===== config.mk =====
export PLATFORM = sky130hd
export DESIGN_NAME = miriscv_int_ctrl
export DESIGN_NICKNAME = d
export VERILOG_FILES = /design/src/rtl/miriscv_int_ctrl.sv
export SDC_FILE = /design/constraint.sdc
export NUM_CORES = 1
export LEC_CHECK = 0
export CORE_MARGIN = 2
export CORE_UTILIZATION = 25
export DETAILED_ROUTE_END_ITERATION = 8
export PLACE_DENSITY = 0.6
export SYNTH_ARGS = -nofsm -noshare
export SYNTH_HDL_FRONTEND = slang
export SYNTH_SLANG_ARGS = --single-unit

===== constraint.sdc =====
create_clock -name clk -period 2.89 [get_ports clk]
set_clock_uncertainty 0.15 [all_clocks]
set_input_delay 0.289 -clock clk [delete_from_list [all_inputs] [get_ports clk]]
set_output_delay 0.289 -clock clk [all_outputs]
set_load 0.01 [all_outputs]

===== src/rtl/miriscv_int_ctrl.sv =====
// Round-robin interrupt controller feeding the machine CSR file.
// Takes one masked request, holds off until mret, then acknowledges the device.
module miriscv_int_ctrl #(
    parameter int unsigned NUM_IRQ = 32,
    parameter int unsigned CNT_W   = 5
) (
    input  logic        clk,
    input  logic        reset,
    input  logic [31:0] mie_i,
    input  logic [31:0] int_req_i,
    input  logic        int_fin_i,
    output logic        int_o,
    output logic [31:0] mcause_o,
    output logic [31:0] int_rst_o
);

    typedef enum logic [1:0] {
        SCAN,
        TAKE,
        WAIT,
        ACK
    } state_e;

    localparam logic [CNT_W-1:0] LAST = CNT_W'(NUM_IRQ - 1);

    state_e           state_q;
    logic [CNT_W-1:0] cnt_q;
    logic [CNT_W-1:0] cur_q;
    logic [CNT_W-1:0] cnt_d;
    logic [CNT_W-1:0] cur_d;
    logic             hit;

    assign hit = int_req_i[5'(cnt_q)] & mie_i[5'(cnt_q)];

    // Wrapping at NUM_IRQ keeps the scan off lines that do not exist.
    always_comb begin
        cnt_d = (cnt_q == LAST) ? '0 : cnt_q + CNT_W'(1);
        cur_d = (cur_q == LAST) ? '0 : cur_q + CNT_W'(1);
    end

    always_ff @(posedge clk or negedge reset) begin
        if (!reset) begin
            state_q   <= SCAN;
            cnt_q     <= '0;
            cur_q     <= '0;
            int_o     <= 1'b0;
            mcause_o  <= '0;
            int_rst_o <= '0;
        end else begin
            case (state_q)
                SCAN: begin
                    if (hit) begin
                        cur_q    <= cnt_q;
                        state_q  <= TAKE;
                        int_o    <= 1'b1;
                        mcause_o <= {1'b1, 26'b0, 5'(cnt_q)};
                    end else begin
                        cnt_q <= cnt_d;
                    end
                end
                TAKE: begin
                    int_o   <= 1'b0;
                    state_q <= WAIT;
                end
                WAIT: begin
                    if (int_fin_i) begin
                        int_rst_o <= 32'h1 << cur_q;
                        state_q   <= ACK;
                    end
                end
                ACK: begin
                    // Resume just past the serviced line so it is scanned last.
                    int_rst_o <= '0;
                    cnt_q     <= cur_d;
                    state_q   <= SCAN;
                end
                default: state_q <= SCAN;
            endcase
        end
    end

endmodule


==> flow_summary.json, run 1 <==
{
  "async_flop_share": 1.000,
  "diodes": 0,
  "avgViaCountPerCell": 4.718,
  "p_total_mw": 4.082,
  "cp_slowest_stage_delay_ps": 540,
  "status": "finished, final reports clean",
  "drv_slew": 0,
  "clkSlewWorstSetupHoldPaths_ps": 60,
  "synth-seq-cells": 46,
  "synth-xor-area-share": 0.008879,
  "root_buffer": "clkbuf_16",
  "met1_length_um": 3500,
  "syn_area_sq_um": 2959,
  "synthCells": 317,
  "dieArea_sq_um": 12720,
  "cp_top_family": "compound AO/OA/AOI/OAI gates",
  "port_buffers": 105,
  "wl_met3_um": 548,
  "die_height_um": 112.8,
  "hold_buffers": 0,
  "critPathCaptureType": "flop",
  "fin_setup_tns_ps": 0,
  "worst_slack_ps": 351.7,
  "cts_sinks": 46,
  "r2r_cells": 7,
  "setup_viol": 0,
  "peakVddDrop_mv": 0.5045,
  "post-route-drc-count": 0,
  "place_ws_ps": 329.2,
  "power_density_nw_per_um2": 963.3,
  "wl_met2_um": 3746,
  "dr_total_vias": 2661,
  "yosys.area.top_type": "dfrtp_1",
  "io_pins": 132,
  "setup.worst_path.class": "reg -> reg",
  "antenna_found_initial": 0,
  "worst-path-stages": 7,
  "worst_slew_pin_slew_ps": 1033,
  "grt_pass1_wl_um": 12880,
  "required_ps": 2910,
  "synth_edf_count": 0,
  "ys_warn_count": 0,
  "finish.utilization": 0.3696,
  "avgRoutedWirePerCell_um": 13.87,
  "tritoncts": "yes",
  "synth_ff_type": "dfrtp_1",
  "rsz0062_at_grt": "no",
  "grt_usage": 0.1227,
  "multi_input_area_sq_um": 1580,
  "relSlewSlack": 0.3111,
  "syn_avg_cell_area_sq_um": 9.335,
  "drt_iter0_drc": 145,
  "synthToLayoutAreaGrowth_pct": 43.21,
  "grt_pass1_vias": 2624,
  "ff_latch_area_sq_um": 1151,
  "final_area_sq_um": 4238,
  "hold_path.class": "in -> async",
  "layout_commonest_cell": "clkdlybuf4s50_1",
  "fmax_ghz": 0.3940,
  "ys_seq_area_frac": 0.3890,
  "netlist.area_leader.share": 0.3890,
  "final_cell_mix": "clkdlybuf4s50_1 (104), nand2_1 (47), dfrtp_1 (46)",
  "synth_fa_ha_area_frac": 0.05497,
  "num-nets-final": 500,
  "grt_max_degree": 47,
  "min_period_ps": 2538,
  "muxShareOfSynthArea": 0.02368,
  "yosysUniqueCellTypes": 56,
  "drt_wl_total_um": 7824,
  "final_cells": 564,
  "finalCritPeriodShare": 0.8783,
  "synth_area_leaders": "dfrtp_1 (39%), buf_4 (6.8%), nand2_1 (6.0%), ha_1 (5.5%), a22o_1 (4.1%)",
  "clockBufferDepth": 2,
  "synth_simple_gate_area_frac": 0.1945,
  "cpMaxStageDelayCell": "dfrtp_1",
  "final_antenna_net_count": 0,
  "chipWidth_um": 112.8,
  "place_area_sq_um": 4069,
  "worst_setup_path_start_kind": "flop",
  "crit_chain": "buf_4 -> nor3_1 -> o21ai_0 -> a41oi_1 -> nor4_4 -> a22oi_4 -> mux2_4",
  "gp_congestion": 0.8249,
  "drv_cap": 0,
  "dp_hpwl_um": 6198,
  "placed_cells": 556,
  "cts_buffers": 5,
  "coreArea_sq_um": 11470,
  "grt_overflow": 0,
  "cts_resized": 0,
  "htree_levels": 2,
  "hold_ws_ps": 38.78,
  "initial_core_util": 0.2580,
  "fill_cells": 1187,
  "cp.buffers_inverters": 1,
  "synth_compound_area_frac": 0.2148,
  "cp_data_arrival_time_ps": 2560,
  "highest_layer": "met4",
  "cts_setup_buffers": 0,
  "synth_top_family_by_area": "compound AO/OA/AOI/OAI gates",
  "path_max_fanout": 16,
  "layout-drive-gt1-share": 0.06888,
  "power.leakage_nw": 1.801,
  "clock_latency_ps": 280,
  "rows": 39,
  "finalHoldViolCount": 0,
  "first_pass_iters": 4
}
==> per-layer routing <==
layer / up-vias / GRT usage
li1: 1302 / -
met1: 1250 / 0.1597
met2: 105 / 0.2144
met3: 4 / 0.02517
met4: 0 / 0.01951
met5: - / 0
==> area by class of cell <==
| cell class | count | area share |
|---|---|---|
| clock buffer | 5 | 0.02952 |
| clock inverter | 3 | 0.01033 |
| inverter | 12 | 0.01063 |
| multi-input combinational | 241 | 0.3729 |
| sequential | 46 | 0.2716 |
| tap | 143 | 0.04222 |
| timing repair buffer | 114 | 0.2628 |
==> worst reg2reg max path: cells and delay by family (launching register included) <==
kind	cells	cell delay, ps
AO/OA/AOI/OAI	3	770
AND/OR/NAND/NOR	2	350
multiplexers	1	340
buffers and inverters	1	270
flip-flops	1	540
==> synthesized netlist by cell type (2+ instances only) <==
cell,n
a21oi_1,5
a22o_1,14
a2bb2oi_1,2
a31oi_1,2
a32o_1,3
a41oi_1,2
and2_0,2
and3_1,4
and3b_1,2
buf_2,3
buf_4,27
buf_6,3
clkbuf_1,9
dfrtp_1,46
ha_1,13
inv_1,12
mux2_4,2
mux2i_1,4
nand2_1,47
nand2b_1,5
nand3_1,12
nand3b_1,6
nand4_1,3
nand4b_1,2
nor2_1,14
nor2b_1,2
nor3_1,4
nor4_4,2
o2111ai_1,6
o211ai_1,9
o21ai_0,20
o21ai_1,3
o31ai_1,3
xnor2_1,2
==> path summary, 6_finish.rpt <==
check | start | end | slack (ps)
max in group asynchronous | reset | state_q[1] | 1920
setup reg to reg | cnt_q[0] | cur_q[3] | 350
hold reg to reg | mcause_o[31] | mcause_o[31] | 320
setup / recovery | cnt_q[0] | cur_q[3] | 350
hold / removal | reset | int_rst_o[6] | 40
min in group clk | mcause_o[31] | mcause_o[31] | 320
==> where the power goes <==
part           internal [mW]  switching (mW)
Clock                  0.409           0.243
Sequential             0.863           0.313
Combinational           1.09            1.17
Total                   2.36            1.72
==> cells by family (layout without fill, tap and decap cells) <==
group / count (synthesis) / in the layout
xor+xnor: 3 / 3
simple gates: 110 / 110
buf+inv: 55 / 134
other cells: 1 / 26
fa+ha+maj: 13 / 13
flops: 46 / 46
mux: 6 / 6
compound gates: 83 / 83
==> flip-flops by register name, indices dropped and copies added (netlist names) <==
name and cells:
cur_q 4, cnt_q 5, int_rst_o 32, state_q 2, mcause_o 2, int_o 1
No activity file was read; power rests on OpenSTA's default activity.
==> inputs of run 2 (changes only) <==
--- a/config.mk
+++ b/config.mk
@@ -5,6 +5,7 @@
 export SDC_FILE = /design/constraint.sdc
 export NUM_CORES = 1
 export LEC_CHECK = 0
+export CAP_MARGIN = 30
 export CORE_MARGIN = 2
 export CORE_UTILIZATION = 25
 export DETAILED_ROUTE_END_ITERATION = 8
==> constraint.sdc (replaced) <==
create_clock -name clk -period 3.2 [get_ports clk]
set_clock_uncertainty 0.15 [all_clocks]
set_input_delay 0.32 -clock clk [delete_from_list [all_inputs] [get_ports clk]]
set_output_delay 0.32 -clock clk [all_outputs]
set_load 0.01 [all_outputs]
==> run 2 against run 1 <==
  * Sequential power fell by 6%
  * Largest cell class unchanged
  * Largest power group unchanged
  * Core utilization fell by 0.28 points
  * Setup slack improved by 87 ps
  * Critical path depth fell by 1
  * Hold slack improved by 290 ps
  * Flip-flop and latch count did not move
  * Die area did not move
  * Final area fell by 0.77%
  * Sequential share of layout area rose by 0.21 points
  * First-iteration DRC count rose by 12%
  * Highest routed layer unchanged
  * Register-to-register slack improved by 90 ps
  * Critical endpoint is now cur_q[1]
  * Non-clock buffer count fell by 4
==> flow_summary.json, run 2 (synthesized netlist as in run 1, its figures left out) <==
{
  "regMostFlops": "int_rst_o",
  "final_cell_mix": "clkdlybuf4s50_1 (104), nand2_1 (47), dfrtp_1 (46)",
  "fmax_ghz": 0.3622,
  "status": "finished, final reports clean",
  "final_antenna_net_count": 0,
  "antenna_found_initial": 0,
  "io_pins": 132,
  "avgRoutedWirePerCell_um": 14.19,
  "cts_resized": 0,
  "drt_iter0_drc": 163,
  "grt_usage": 0.1246,
  "dp_hpwl_um": 6243,
  "worst_setup_path_start_kind": "flop",
  "post-route-drc-count": 0,
  "drt_wl_total_um": 7944,
  "grt_pass1_vias": 2658,
  "diodes": 0,
  "drv_cap": 0,
  "cts_sinks": 46,
  "rsz0062_at_grt": "no",
  "rows": 39,
  "required_ps": 3220,
  "avgViaCountPerCell": 4.723,
  "synthToLayoutAreaGrowth_pct": 42.11,
  "power.leakage_nw": 1.774,
  "ff_latch_area_sq_um": 1151,
  "clkSlewWorstSetupHoldPaths_ps": 60,
  "cts_setup_buffers": 0,
  "path_max_fanout": 30,
  "hold_path.class": "reg -> reg",
  "dieArea_sq_um": 12720,
  "fin_setup_tns_ps": 0,
  "cpMaxStageDelayCell": "dfrtp_1",
  "min_period_ps": 2761,
  "clock_latency_ps": 280,
  "chipWidth_um": 112.8,
  "grt_pass1_wl_um": 13080,
  "root_buffer": "clkbuf_16",
  "crit_chain": "nor2_1 -> o211ai_1 -> a41oi_1 -> nor4_4 -> a22oi_4 -> mux2_4",
  "tritoncts": "yes",
  "fill_cells": 1164,
  "coreArea_sq_um": 11470,
  "layout-drive-gt1-share": 0.05755,
  "layout_commonest_cell": "clkdlybuf4s50_1",
  "p_total_mw": 3.554,
  "setup.worst_path.class": "reg -> reg",
  "setup_viol": 0,
  "num-nets-final": 496,
  "port_buffers": 105,
  "dr_total_vias": 2645,
  "cp_data_arrival_time_ps": 2780,
  "first_pass_iters": 4,
  "grt_overflow": 0,
  "top_regs": "int_rst_o (32), cnt_q (5), cur_q (4)",
  "relSlewSlack": 0.4185,
  "cts_buffers": 5,
  "initial_core_util": 0.2580,
  "gp_congestion": 0.7809,
  "largest_reg_flops": 32,
  "grt_max_degree": 34,
  "drv_slew": 0,
  "worst_slew_pin_slew_ps": 854.0,
  "cp_slowest_stage_delay_ps": 910,
  "power_density_nw_per_um2": 845.1,
  "htree_levels": 2,
  "clockBufferDepth": 2,
  "peakVddDrop_mv": 0.3716,
  "die_height_um": 112.8,
  "critPathCaptureType": "flop",
  "finalHoldViolCount": 0,
  "multi_input_area_sq_um": 1580,
  "finalCritPeriodShare": 0.8629
}
[run 2: power breakdown]
| part | switching (mW) | leakage, nW | internal (mW) | total, mW |
|---|---|---|---|---|
| Clock | 0.211 | 0.0729 | 0.309 | 0.520 |
| Combinational | 0.996 | 1.09 | 0.929 | 1.92 |
| Sequential | 0.331 | 0.607 | 0.779 | 1.11 |
| Total | 1.54 | 1.77 | 2.02 | 3.55 |
[run 2: worst paths after layout]
kind,from,endpoint,slack [ps],cells past startpoint
max in group asynchronous,reset,int_rst_o[31],1990,3
worst max register to register,cnt_q[0],cur_q[1],440,6
worst min-delay path,int_rst_o[2],int_rst_o[2],330,2
min in group asynchronous,reset,int_rst_o[24],390,2
worst min register to register,int_rst_o[2],int_rst_o[2],330,2
worst max-delay path,cnt_q[0],cur_q[1],440,6
[run 2: worst max-delay path: cells and delay by family, from the launching register on]
family | cells | cell delay (ps)
and+or+nand+nor | 2 | 710
AOI/OAI and AO/OA | 3 | 530
DFF | 1 | 910
muxes | 1 | 330
[run 2: stage by stage]
step           area (sq um)    util  hold WS (ps)  worst slack [ps]  instances
5_1_grt                4205  0.3667         375.4             196.3        560
6_report               4205  0.3667         329.4             438.9        560
4_1_cts                4205  0.3667         334.5             442.9        560
2_1_floorplan          3053       -        -125.6             929.2        342
3_5_place_dp           4044  0.3526         179.8             474.6        551
3_3_place_gp           4024  0.3509         312.7             573.9        550
[run 2: final cells by class]
| cell class | count | share of cell area |
|---|---|---|
| repair buffers | 110 | 0.2612 |
| inverters | 12 | 0.01071 |
| multi-input cells | 241 | 0.3758 |
| well taps | 143 | 0.04255 |
| clock inverters | 2 | 0.002975 |
| clock buffers | 6 | 0.03303 |
| flip-flops and latches | 46 | 0.2737 |
[run 2: metal layers]
metal,up-vias,global-route usage,wire [um],share of wire
li1,1299,-,-,-
met1,1222,0.1573,3495,0.44
met2,115,0.2188,3819,0.48
met3,9,0.02892,562,0.071
met4,0,0.02439,67,0.0084
met5,-,0,0,0
[run 2: timing repair]
action                                 4_1_cts  5_1_grt
hold buffers                                 1        0
setup endpoints to repair                    0        0
endpoints found under the hold margin       21        0
==> inputs of run 3 (changes only) <==
--- a/config.mk
+++ b/config.mk
@@ -6,10 +6,12 @@
 export NUM_CORES = 1
 export LEC_CHECK = 0
 export CAP_MARGIN = 30
+export CORE_ASPECT_RATIO = 2
 export CORE_MARGIN = 2
 export CORE_UTILIZATION = 25
 export DETAILED_ROUTE_END_ITERATION = 8
-export PLACE_DENSITY = 0.6
+export DONT_BUFFER_PORTS = 1
+export PLACE_DENSITY = 0.45
 export SYNTH_ARGS = -nofsm -noshare
 export SYNTH_HDL_FRONTEND = slang
 export SYNTH_SLANG_ARGS = --single-unit
==> run 3 against run 2 <==
  * Flip-flop and latch count unchanged
  * Die area increased by 0.42%
  * Core utilization decreased by 9.2 points
  * Via count decreased by 13%
  * Sequential power about the same
  * Routed wire length decreased by 1.9%
  * Clock power about the same
  * Register-to-register slack improved by 60 ps
  * Largest power group unchanged
  * Power decreased by 8.3%
  * Highest routed layer unchanged
==> flow_summary.json, run 3 (synthesized netlist as in run 1, its figures left out) <==
{
  "grt_overflow": 0,
  "avgViaCountPerCell": 5.015,
  "tritoncts": "yes",
  "final_antenna_net_count": 0,
  "root_buffer": "clkbuf_16",
  "dieArea_sq_um": 12780,
  "drv_cap": 0,
  "path_max_fanout": 21,
  "initial_core_util": 0.2544,
  "worst_setup_path_start_kind": "flop",
  "coreArea_sq_um": 11630,
  "grt_usage": 0.1244,
  "hold_buffers": 2,
  "fmax_ghz": 0.3695,
  "hold_ws_ps": 231.1,
  "cts_setup_buffers": 0,
  "first_pass_iters": 4,
  "port_buffers": 0,
  "power_density_nw_per_um2": 1021,
  "p_clk_frac": 0.159,
  "synthToLayoutAreaGrowth_pct": 7.949,
  "chipWidth_um": 80.93,
  "required_ps": 3230,
  "diodes": 0,
  "layout-drive-gt1-share": 0.08544,
  "clockBufferDepth": 2,
  "final_cell_mix": "nand2_1 (47), dfrtp_1 (46), conb_1 (26)",
  "finalHoldViolCount": 0,
  "cp_slowest_stage_delay_ps": 750,
  "relSlewSlack": 0.5725,
  "cts_buffers": 5,
  "die_height_um": 157.9,
  "largest_reg_flops": 32,
  "dp_hpwl_um": 6106,
  "critPathCaptureType": "flop",
  "crit_chain": "inv_1 -> nand4_1 -> o21ai_1 -> nor4_4 -> a22oi_4 -> mux2_4",
  "rsz0062_at_grt": "no",
  "finish.utilization": 0.2746,
  "final_cells": 461,
  "internal_power_mw": 1.721,
  "regMostFlops": "int_rst_o",
  "hold_path.class": "in -> reg",
  "setup_viol": 0,
  "grt_max_degree": 47,
  "rows": 56,
  "antenna_found_initial": 0,
  "p_sw_frac": 0.4720,
  "cp_data_arrival_time_ps": 2730,
  "ff_latch_area_sq_um": 1151,
  "fin_setup_tns_ps": 0,
  "status": "finished, final reports clean",
  "cts_resized": 0,
  "peakVddDrop_mv": 0.3498,
  "top_regs": "int_rst_o (32), cnt_q (5), cur_q (4)",
  "placed_cells": 451,
  "avgRoutedWirePerCell_um": 16.90,
  "comb_power_share": 0.491,
  "setup.worst_path.class": "reg -> reg",
  "num-nets-final": 395,
  "dr_total_vias": 2312,
  "power_switching_mw": 1.539,
  "clock_latency_ps": 290,
  "finalCritPeriodShare": 0.8457,
  "io_pins": 132,
  "gp_congestion": 0.7398,
  "layout_commonest_cell": "nand2_1",
  "drv_slew": 0,
  "htree_levels": 2,
  "seq_power_share": 0.350,
  "cts_sinks": 46,
  "clkSlewWorstSetupHoldPaths_ps": 60,
  "min_period_ps": 2706,
  "multi_input_area_sq_um": 1580,
  "post-route-drc-count": 0,
  "drt_iter0_drc": 136,
  "worst_slew_pin_slew_ps": 641.2,
  "grt_pass1_wl_um": 12080,
  "cpMaxStageDelayCell": "dfrtp_1",
  "reg2reg_setup_slack_ps": 490,
  "grt_pass1_vias": 2278,
  "power.leakage_nw": 1.397,
  "fill_cells": 1277,
  "drt_wl_total_um": 7790
}
-- run 3: changes by cell type in the layout (fill, tap and decap cells not counted) --
cell / previous run / this run
clkdlybuf4s50_1: 104 / 0
buf_4: 3 / 7
buf_12: 1 / 0
buf_16: 0 / 1
buf_2: 1 / 0
clkbuf_8: 1 / 0
clkinv_4: 0 / 1
-- run 3: metrics by stage --
step                cell area [sq um]  worst slack (ps)  total power [mW]
finish                           3194             493.9             3.260
global route                     3194             323.4             3.560
CTS                              3194             491.6             3.319
detailed placement               3010             524.8             2.765
global placement                 3010             593.1             2.755
floorplan                        3053             929.2             2.368
-- run 3: area by class of cell --
type | count | share of cell area
repair buffers | 9 | 0.02820
multi-input cells | 241 | 0.4947
clock inverters | 3 | 0.006659
clock buffers | 5 | 0.03917
flip-flops and latches | 46 | 0.3604
well taps | 145 | 0.05680
inverters | 12 | 0.01410
-- run 3: worst max-delay path: cells and delay by family, from the launching register on --
family | cells | cell delay (ps)
and+or+nand+nor | 2 | 760
DFF | 1 | 750
AOI/OAI and AO/OA | 2 | 360
muxes | 1 | 330
buffers and inverters | 1 | 240
-- run 3: final timing paths --
kind | from | to | depth (start not counted)
min reg2reg | int_rst_o[12] | int_rst_o[12] | 2
max in group asynchronous | reset | int_rst_o[24] | 2
max reg2reg | cnt_q[2] | cur_q[1] | 6
min | int_fin_i | int_rst_o[23] | 3
max | cnt_q[2] | cur_q[1] | 6
min in group asynchronous | reset | int_rst_o[8] | 2
-- run 3: power groups by stage --
stage / sequential (mW) / clock (mW) / combinational [mW]
6_report: 1.14 / 0.518 / 1.60
2_1_floorplan: 0.993 / 0 / 1.38
4_1_cts: 1.16 / 0.537 / 1.63
5_1_grt: 1.19 / 0.567 / 1.80
3_5_place_dp: 1.17 / 0 / 1.60
3_3_place_gp: 1.16 / 0 / 1.60
-- run 3: routing by layer --
| metal | wire (um) | part of all wire | GRT usage |
|---|---|---|---|
| met1 | 2886 | 0.37 | 0.1330 |
| met2 | 4297 | 0.55 | 0.2357 |
| met3 | 456 | 0.059 | 0.01653 |
| met4 | 149 | 0.019 | 0.05246 |
| met5 | 0 | 0 | 0 |
